## src/rtl/seven_seg_pkg.sv

```systemverilog
// Shared constants and helpers for the seven-segment scan driver.
// Segment patterns are active-high, bit order gfedcba (bit0 = a).
package seven_seg_pkg;

  localparam int SEG_W = 7;

  localparam logic [SEG_W-1:0] SEG_0     = 7'b0111111;
  localparam logic [SEG_W-1:0] SEG_1     = 7'b0000110;
  localparam logic [SEG_W-1:0] SEG_2     = 7'b1011011;
  localparam logic [SEG_W-1:0] SEG_3     = 7'b1001111;
  localparam logic [SEG_W-1:0] SEG_4     = 7'b1100110;
  localparam logic [SEG_W-1:0] SEG_5     = 7'b1101101;
  localparam logic [SEG_W-1:0] SEG_6     = 7'b1111101;
  localparam logic [SEG_W-1:0] SEG_7     = 7'b0000111;
  localparam logic [SEG_W-1:0] SEG_8     = 7'b1111111;
  localparam logic [SEG_W-1:0] SEG_9     = 7'b1101111;
  localparam logic [SEG_W-1:0] SEG_A     = 7'b1110111;
  localparam logic [SEG_W-1:0] SEG_B     = 7'b1111100;
  localparam logic [SEG_W-1:0] SEG_C     = 7'b0111001;
  localparam logic [SEG_W-1:0] SEG_D     = 7'b1011110;
  localparam logic [SEG_W-1:0] SEG_E     = 7'b1111001;
  localparam logic [SEG_W-1:0] SEG_F     = 7'b1110001;
  localparam logic [SEG_W-1:0] SEG_BLANK = 7'b0000000;

  function automatic int clog2(input int n);
    int r;
    r = 0;
    for (int i = 0; i < 31; i++) begin
      if ((32'sd1 << i) < n) begin
        r = i + 1;
      end else begin
        r = r;
      end
    end
    return r;
  endfunction

  // Counter width that is never zero, so a count of 1 still gets a real register.
  function automatic int width_of(input int n);
    int w;
    w = clog2(n);
    return (w < 1) ? 1 : w;
  endfunction

endpackage

```

## src/rtl/seven_seg_encoder.sv

```systemverilog
// Combinational nibble-to-segment decoder with BCD/hex selection and forced blank.
// Output is active-high; polarity is applied by the caller.
module seven_seg_encoder
  import seven_seg_pkg::*;
(
  input  logic [3:0]       nibble,
  input  logic             hex_mode,
  input  logic             blank,
  output logic [SEG_W-1:0] pattern
);

  // Glyph lookup; BCD mode treats A..F as undisplayable.
  always_comb begin
    pattern = SEG_BLANK;
    if (blank) begin
      pattern = SEG_BLANK;
    end else if (!hex_mode && (nibble > 4'd9)) begin
      pattern = SEG_BLANK;
    end else begin
      case (nibble)
        4'h0:    pattern = SEG_0;
        4'h1:    pattern = SEG_1;
        4'h2:    pattern = SEG_2;
        4'h3:    pattern = SEG_3;
        4'h4:    pattern = SEG_4;
        4'h5:    pattern = SEG_5;
        4'h6:    pattern = SEG_6;
        4'h7:    pattern = SEG_7;
        4'h8:    pattern = SEG_8;
        4'h9:    pattern = SEG_9;
        4'hA:    pattern = SEG_A;
        4'hB:    pattern = SEG_B;
        4'hC:    pattern = SEG_C;
        4'hD:    pattern = SEG_D;
        4'hE:    pattern = SEG_E;
        4'hF:    pattern = SEG_F;
        default: pattern = SEG_BLANK;
      endcase
    end
  end

endmodule

```

## src/rtl/seven_seg_scan_driver.sv

```systemverilog
// Time-multiplexed N-digit seven-segment driver with frame-synchronous
// double buffering, BCD/hex decode and leading-zero suppression.
module seven_seg_scan_driver
  import seven_seg_pkg::*;
#(
  parameter int NUM_DIGITS     = 4,
  parameter int CLK_DIV        = 50000,
  parameter bit SEG_ACTIVE_LOW = 1'b0,
  parameter bit AN_ACTIVE_LOW  = 1'b1
) (
  input  logic                    clk,
  input  logic                    rst_n,
  input  logic [4*NUM_DIGITS-1:0] value,
  input  logic [NUM_DIGITS-1:0]   dp_in,
  input  logic                    load,
  input  logic                    hex_mode,
  input  logic                    blank_lz,
  output logic [SEG_W-1:0]        seg,
  output logic                    dp,
  output logic [NUM_DIGITS-1:0]   an,
  output logic                    frame_done
);

  localparam int IDX_W = width_of(NUM_DIGITS);
  localparam int PRE_W = width_of(CLK_DIV);
  localparam logic [IDX_W-1:0] LAST_IDX = IDX_W'(NUM_DIGITS - 1);
  localparam logic [PRE_W-1:0] LAST_PRE = PRE_W'(CLK_DIV - 1);
  // XOR masks: applying the "off" pattern to an active-high value yields the pin polarity.
  localparam logic [SEG_W-1:0]      SEG_OFF = SEG_ACTIVE_LOW ? {SEG_W{1'b1}} : {SEG_W{1'b0}};
  localparam logic                  DP_OFF  = SEG_ACTIVE_LOW ? 1'b1 : 1'b0;
  localparam logic [NUM_DIGITS-1:0] AN_OFF  = AN_ACTIVE_LOW ? {NUM_DIGITS{1'b1}} : {NUM_DIGITS{1'b0}};

  logic [PRE_W-1:0]        prescaler_r;
  logic [IDX_W-1:0]        digit_idx_r;
  logic [4*NUM_DIGITS-1:0] disp_val_r;
  logic [NUM_DIGITS-1:0]   disp_dp_r;
  logic [4*NUM_DIGITS-1:0] pend_val_r;
  logic [NUM_DIGITS-1:0]   pend_dp_r;
  logic                    pend_valid_r;
  logic                    frame_done_r;
  logic [SEG_W-1:0]        seg_r;
  logic                    dp_r;
  logic [NUM_DIGITS-1:0]   an_r;

  logic                    tick_s;
  logic                    boundary_s;
  logic [NUM_DIGITS-1:0]   lz_s;
  logic                    lz_run_s;
  logic [3:0]              cur_nibble_s;
  logic                    cur_dp_s;
  logic                    cur_lz_s;
  logic [NUM_DIGITS-1:0]   an_sel_s;
  logic [SEG_W-1:0]        pattern_s;

  assign tick_s     = (prescaler_r == LAST_PRE);
  assign boundary_s = tick_s && (digit_idx_r == LAST_IDX);

  // Slot timing: prescaler, digit index and the frame-end pulse.
  always_ff @(posedge clk or negedge rst_n) begin
    if (!rst_n) begin
      prescaler_r  <= {PRE_W{1'b0}};
      digit_idx_r  <= {IDX_W{1'b0}};
      frame_done_r <= 1'b0;
    end else begin
      frame_done_r <= boundary_s;
      if (tick_s) begin
        prescaler_r <= {PRE_W{1'b0}};
        if (digit_idx_r == LAST_IDX) begin
          digit_idx_r <= {IDX_W{1'b0}};
        end else begin
          digit_idx_r <= digit_idx_r + IDX_W'(1);
        end
      end else begin
        prescaler_r <= prescaler_r + PRE_W'(1);
      end
    end
  end

  // Double buffer: loads park in pending and are committed only at a frame boundary.
  always_ff @(posedge clk or negedge rst_n) begin
    if (!rst_n) begin
      disp_val_r   <= {(4*NUM_DIGITS){1'b0}};
      disp_dp_r    <= {NUM_DIGITS{1'b0}};
      pend_val_r   <= {(4*NUM_DIGITS){1'b0}};
      pend_dp_r    <= {NUM_DIGITS{1'b0}};
      pend_valid_r <= 1'b0;
    end else begin
      if (boundary_s && load) begin
        disp_val_r   <= value;
        disp_dp_r    <= dp_in;
        pend_valid_r <= 1'b0;
      end else if (load) begin
        pend_val_r   <= value;
        pend_dp_r    <= dp_in;
        pend_valid_r <= 1'b1;
      end else if (boundary_s && pend_valid_r) begin
        disp_val_r   <= pend_val_r;
        disp_dp_r    <= pend_dp_r;
        pend_valid_r <= 1'b0;
      end else begin
        pend_valid_r <= pend_valid_r;
      end
    end
  end

  // Leading-zero mask, scanning from the most significant digit down.
  always_comb begin
    lz_run_s = 1'b1;
    lz_s     = {NUM_DIGITS{1'b0}};
    for (int k = NUM_DIGITS - 1; k >= 0; k--) begin
      lz_run_s = lz_run_s & (disp_val_r[4*k +: 4] == 4'd0);
      lz_s[k]  = blank_lz & lz_run_s & (k != 0);
    end
  end

  // Select the current digit's nibble, dp and blank flag (AND-OR mux, one hit at most).
  always_comb begin
    cur_nibble_s = 4'd0;
    cur_dp_s     = 1'b0;
    cur_lz_s     = 1'b0;
    an_sel_s     = {NUM_DIGITS{1'b0}};
    for (int k = 0; k < NUM_DIGITS; k++) begin
      an_sel_s[k]  = (digit_idx_r == IDX_W'(k));
      cur_nibble_s = cur_nibble_s | (disp_val_r[4*k +: 4] & {4{an_sel_s[k]}});
      cur_dp_s     = cur_dp_s | (disp_dp_r[k] & an_sel_s[k]);
      cur_lz_s     = cur_lz_s | (lz_s[k] & an_sel_s[k]);
    end
  end

  seven_seg_encoder u_encoder (
    .nibble   (cur_nibble_s),
    .hex_mode (hex_mode),
    .blank    (cur_lz_s),
    .pattern  (pattern_s)
  );

  // Registered pin drivers, polarity-adjusted.
  always_ff @(posedge clk or negedge rst_n) begin
    if (!rst_n) begin
      seg_r <= SEG_OFF;
      dp_r  <= DP_OFF;
      an_r  <= AN_OFF;
    end else begin
      seg_r <= pattern_s ^ SEG_OFF;
      dp_r  <= cur_dp_s ^ DP_OFF;
      an_r  <= an_sel_s ^ AN_OFF;
    end
  end

  assign seg        = seg_r;
  assign dp         = dp_r;
  assign an         = an_r;
  assign frame_done = frame_done_r;

endmodule

```

## config.mk

```make
export PLATFORM = sky130hd
export DESIGN_NAME = seven_seg_scan_driver
export DESIGN_NICKNAME = d
export VERILOG_FILES = /design/src/rtl/seven_seg_pkg.sv /design/src/rtl/seven_seg_encoder.sv /design/src/rtl/seven_seg_scan_driver.sv
export SDC_FILE = /design/constraint.sdc
export NUM_CORES = 1
export LEC_CHECK = 0
export CAP_MARGIN = 5
export CELL_PAD_IN_SITES_DETAIL_PLACEMENT = 1
export CELL_PAD_IN_SITES_GLOBAL_PLACEMENT = 1
export CORE_MARGIN = 4
export CORE_UTILIZATION = 40
export CTS_CLUSTER_SIZE = 20
export DETAILED_ROUTE_END_ITERATION = 12
export GPL_ROUTABILITY_DRIVEN = 0
export GPL_TIMING_DRIVEN = 0
export MAX_ROUTING_LAYER = met4
export PLACE_DENSITY_LB_ADDON = 0.1
export SETUP_SLACK_MARGIN = 0.5
export SYNTH_ARGS = -nofsm -noshare
export SYNTH_HDL_FRONTEND = slang
export SYNTH_HIERARCHICAL = 1
export SYNTH_SLANG_ARGS = --single-unit
```

## constraint.sdc

```tcl
create_clock -name clk -period 6.8 [get_ports clk]
set_input_delay 1.36 -clock clk [delete_from_list [all_inputs] [get_ports clk]]
set_output_delay 1.36 -clock clk [all_outputs]
set_load 0.01 [all_outputs]
```

==> results of run 1 <==
## flip-flops by register name, summed over array words and instances (netlist names)
register	cells
seg	7
disp_val_r	16
digit_idx_r	2
pend_dp_r	4
pend_valid_r	1
dp	1
frame_done	1
an	4
pend_val_r	16
disp_dp_r	4
prescaler_r	16
## routing by layer
| layer | part of all wire (%) | track usage, % | vias up |
|---|---|---|---|
| met5 | 0 | - | - |
| met4 | 1.5 | 7.17 | 0 |
| met3 | 2.7 | 2.82 | 11 |
| met2 | 46 | 27.7 | 42 |
| met1 | 50 | 24.9 | 1289 |
| li1 | - | - | 1241 |
## power breakdown
group | internal, W | switching (W) | total [W]
clock | 0.000209 | 0.000157 | 0.000366
combinational | 0.0000415 | 0.0000291 | 0.0000706
sequential | 0.000440 | 0.00000665 | 0.000447
total | 0.000691 | 0.000192 | 0.000883
## layout make-up
cell class              count  area (um2)
fillers                   965        4430
flip-flops and latches     72        1810
multi-input cells         216        1640
repair buffers             37         385
clock buffers              14         183
plain buffers              18         140
well taps                 108         135
inverters                  13        48.8
clock inverters             2        35.0
## worst max path at each step
stage / startpoint / to / slack (ps)
after floorplan: load / disp_val_r[10] / 4250
after global placement: rst_n / prescaler_r[5] / 1760
after detailed placement: load / disp_val_r[2] / 3890
after CTS: an[1] / an[1] / 4020
after global routing: an[2] / an[2] / 3990
final: an[1] / an[1] / 4030
## cells in the final DEF, fill, tap and decap left out, drive strengths merged, types with 3 or more instances in the layout
cell type and count:
mux2i 14, and4 4, a32oi 8, nor2 11, nand4 6, a22oi 10, xor2 3, nand2 20
inv 13, nor3 3, a211oi 4, buf 14, clkdlybuf4s50 35, mux2 21, ha 10, a21oi 27
dfstp 4, and2 3, nand2b 12, xnor2 8, clkbuf 20, nand3 20, nor4 3, o21ai 6
dfrtp 68, and3 3
## cells by family after synthesis
family | after synthesis | share of synthesized area [%]
and+or+nand+nor | 99 | 15.3
DFF | 72 | 49.7
xor gates and xnor gates | 11 | 2.65
adders and majority gates | 10 | 3.44
muxes | 36 | 13.0
AOI/OAI and AO/OA | 60 | 10.7
buffers and inverters | 31 | 5.19
## Yosys cell counts (3+ instances only)
library cell	count
dfstp_2	4
and2_1	3
and4_1	4
nand2b_1	12
and3_1	3
nor4_1	3
ha_1	10
a22oi_1	10
a21oi_1	27
a211oi_1	4
nand4_1	6
nand2_1	19
dfrtp_1	68
nor2_1	11
xnor2_1	8
inv_1	12
a32oi_1	8
mux2_4	20
buf_6	4
xor2_1	3
mux2i_1	14
nand3_1	20
o21ai_0	6
nor3_1	3
clkbuf_1	6
## stage by stage
stage / power (W) / hold slack (ps) / setup WS, ps
6_report: 0.000883 / 489 / 4030
5_1_grt: 0.000925 / 509 / 3990
4_1_cts: 0.000898 / 497 / 4020
3_5_place_dp: 0.000526 / 488 / 3890
3_3_place_gp: 0.000523 / 477 / 1760
2_1_floorplan: 0.000491 / 448 / 4250
==> metrics, run 1 <==
Period Utilization, post-route 40.7%; slowest stage cell, crit path clkdlybuf4s50_1; # IOs 38; CTS H-tree lvls 3; PostCTS Resize Cnt 0; sequential cell area fraction in the yosys report 49.7%; Remaining Overflow, GRT 0; hold worst-path end prescaler_r[0]; Worst Path Buf+Inv 1; Critical Path Stages 1; Min-Delay Path Class flip-flop to flip-flop; drt first pass iters 4; nets 402; clk_skew 7.57 ps; Via density 5.38; Final ANT Viol Nets 0; Unique masters post-synth 47; Site Rows 34; Mapped Cells 319; Port Buffers 36; Final Setup Violations 0; Async S/R FF share, synth 100%; proportion of layout cells with a drive suffix above 1 15.6%; crit path DAT 1410 ps; # clock sinks 72; CTS Buf Count 9; worst r2r src prescaler_r[4]; All-Layer GR Usage 18.4%; DP HPWL 6070 um; post-DR wirelength/cell 18.0 um; clk root buf clkbuf_8; synthesized cell area 3640 um2; Reg clk slew, reported paths 70 ps; reg-to-reg slack, setup 4380 ps; die height 103 um; top cell family by delay on the critical path buffers and inverters; CP Data Required Time 5440 ps; Hold Buf Count CTS 0; WL final 8640 um; Max FO, Critical Path 1; #FFs+latches synth 72; RR Endpoint pend_val_r[8]; critical setup path kind flip-flop to primary output; area grow syn2layout 20.3%; yosys warns 6; Fmax achieved 361 MHz; DRC Markers 0; startpoint types flip-flop; Initial Util 41.3%; Worst Setup End Kind primary output; area of the die 10700 um2; Post-DP Area 4160 um2; CTS tree built; RSZ-0062 raised after global routing no; outcome finished, final reports clean; post-synth top area share 46.8%; Hold Crit Depth 1; antenna violations before repair 0; final hold vios 0; Die X 103 um; Sum Neg Setup Slack 0 ps; hold_sp prescaler_r[0]; Util after Layout 49.7%; Max Root-Sink Buffers 2; Post-synth top flop dfrtp_1; crit path cell chain clkdlybuf4s50_1; # diodes 0; core area 8810 um2; worst skew pair latency 350 ps; global-route wire length before repair 14400 um; main area contributors after synthesis dfrtp_1 47%, mux2_4 8.3%, mux2i_1 3.9%; Max IR drop VDD 78.4 uV; # Post-CTS Setup Buffers 0; Max Slew Vio Count 0; syn_nets 354; Layout Cells excl Fill 480; worst r2r path cells 6; Post-synth EDFFs 0; Final Critical Period 2770 ps; final instance area 4380 um2; headroom to the max-slew limit 48.2%; pwr dens 202 nW/um2; iteration-0 DRC count of the detailed router 114; Slew @ Worst Pin 774 ps; leakage power 1.92 nW; dpl cells 464; number of global-route vias before repair 2778; via count 2583; largest net degree at the start of global routing 59; CP max stage delay 540 ps; Yosys top cell by area dfrtp_1; Post-Syn Area per Cell 11.4 um2; max cap viols 0
Note: power is estimated with default switching activity, not from simulation.
==> run 2, diff against run 1 <==
==> constraint.sdc (replaced) <==
create_clock -name clk -period 2.76 [get_ports clk]
set_input_delay 0.552 -clock clk [delete_from_list [all_inputs] [get_ports clk]]
set_output_delay 0.552 -clock clk [all_outputs]
set_load 0.01 [all_outputs]
==> run 2 against run 1 <==
Net effect:
- die area stayed put
- worst hold slack worse by 430 ps
- clock skew about the same
- via count increased by 3.2%
- first-iteration DRC count down 18%
- final area increased by 8.3%
- critical path type is now flip-flop to flip-flop
- worst setup slack worse by 3600 ps
- sequential share of layout area fell by 3.2 points
- global-route usage is 1.0 points higher
- flip-flop and latch count is the same
- clock power up 150%
==> metrics, run 2 (synthesis gave the netlist of run 1 again) <==
outcome finished, final reports clean; WL final 9370 um; Port Buffers 36; via count 2665; leakage power 2.08 nW; area grow syn2layout 30.2%; Initial Util 41.3%; worst r2r src prescaler_r[13]; Period Utilization, post-route 85.0%; post-DR wirelength/cell 18.9 um; CTS tree built; Site Rows 34; CTS H-tree lvls 3; reg-to-reg slack, setup 410 ps; RSZ-0062 raised after global routing yes; Final Worst Setup Slack 413 ps; # clock sinks 72; Min-Delay Path Class primary input to async pin; switching power 0.000479 W; most frequent cells in the layout 68 x dfrtp_1, 35 x clkdlybuf4s50_1, 25 x a21oi_1; Worst Setup End Kind flip-flop; max cap viols 0; iteration-0 DRC count of the detailed router 93; number of global-route vias before repair 2832; global-route wire length before repair 15200 um; pre-CTS setup slack 344 ps; clk_skew 7.18 ps; largest net degree at the start of global routing 59; worst r2r path cells 6; Max FO, Critical Path 5; drt first pass iters 4; proportion of layout cells with a drive suffix above 1 25.3%; worst skew pair latency 350 ps; clk root buf clkbuf_8; final hold vios 0; commonest non-fill, non-tap cell in the layout dfrtp_1; Comb pwr share 8.5%; pwr dens 462 nW/um2; Clk pwr share 41.2%; Remaining Overflow, GRT 0; Power Total 0.00219 W; Via density 5.37; Slew @ Worst Pin 811 ps; Final Setup Violations 0; Final ANT Viol Nets 0; crit path DAT 2570 ps; DP HPWL 6070 um; Setup crit start prescaler_r[13]; # IOs 38; Max Root-Sink Buffers 2; Worst setup endpoint pend_val_r[8]; Top Registers disp_val_r (16), pend_val_r (16), prescaler_r (16); critical setup path kind flip-flop to flip-flop; CP Data Required Time 2990 ps; Die X 103 um; die height 103 um; area of the die 10700 um2; headroom to the max-slew limit 45.7%; Final Critical Period 2350 ps; Max IR drop VDD 197 uV; Sw Ratio 21.9%; DRC Markers 0; Fmax achieved 426 MHz; Pint 0.00171 W; Max Slew Vio Count 0; # diodes 0; startpoint types flip-flop; RR Endpoint pend_val_r[8]; antenna violations before repair 0; CTS Buf Count 9; core area 8810 um2; nets 418; Reg clk slew, reported paths 80 ps; sequential share of power 50.3%; Hold Buf Count CTS 0; All-Layer GR Usage 19.4%
==> run 2: cell type report <==
class	instances	area [um2]
Multi-Input combinational cell	216	1760
Clock inverter	2	35.0
Sequential cell	72	1810
Timing Repair Buffer	53	594
Clock buffer	14	183
Inverter	13	61.3
Tap cell	108	135
Fill cell	942	4070
Buffer	18	166
==> run 2: worst max-delay path: stages (launching register included) <==
cell and delay, ps:
dfrtp_1 400, or4b_4 550, or4_4 570, buf_12 150
nand2_8 120, buf_12 140, mux2_4 290
==> run 2: worst min path at each step <==
stage	start	to	slack [ps]	depth (start not counted)
4_1_cts	rst_n	pend_val_r[14]	50	1
3_3_place_gp	prescaler_r[0]	prescaler_r[0]	480	1
5_1_grt	rst_n	pend_val_r[14]	60	1
2_1_floorplan	rst_n	digit_idx_r[0]	260	0
6_report	rst_n	pend_val_r[14]	60	1
3_5_place_dp	rst_n	pend_val_r[14]	430	1
==> run 2: power groups by stage <==
| stage | combinational [W] | clock [W] | sequential, W |
|---|---|---|---|
| 2_1_floorplan | 0.0000964 | 0 | 0.00111 |
| 3_3_place_gp | 0.000168 | 0 | 0.00112 |
| 3_5_place_dp | 0.000176 | 0 | 0.00112 |
| 4_1_cts | 0.000188 | 0.000936 | 0.00110 |
| 5_1_grt | 0.000201 | 0.000988 | 0.00111 |
| 6_report | 0.000185 | 0.000902 | 0.00110 |
==> run 2: repair_timing <==
action                     in CTS  in global routing
setup endpoints to repair      54                 48
hold endpoints to repair        0                  0
pin swaps                       8                  7
cloned                          4                  1
buffers inserted                7                  4
gates resized for setup        26                 21
==> run 2: layer usage <==
metal  track usage, %  part of all wire (%)  vias up
li1                 -                     -     1277
met1             26.5                    49     1331
met5                -                     0        -
met3             2.88                   2.7       13
met2             29.0                    46       44
met4             7.67                   1.6        0
==> run 2: stage by stage <==
stage | setup TNS (ps) | instances | cell area (um2) | util [%] | hold slack, ps
after global placement | -101940 | 463 | 4130 | 46.9 | 477
after CTS | 0 | 491 | 4600 | 52.2 | 49.5
after detailed placement | 0 | 464 | 4160 | 47.2 | 429
after floorplan | 0 | 319 | 3640 | - | 256
after global routing | 0 | 496 | 4740 | 53.8 | 55.2
final | 0 | 496 | 4740 | 53.8 | 61.1
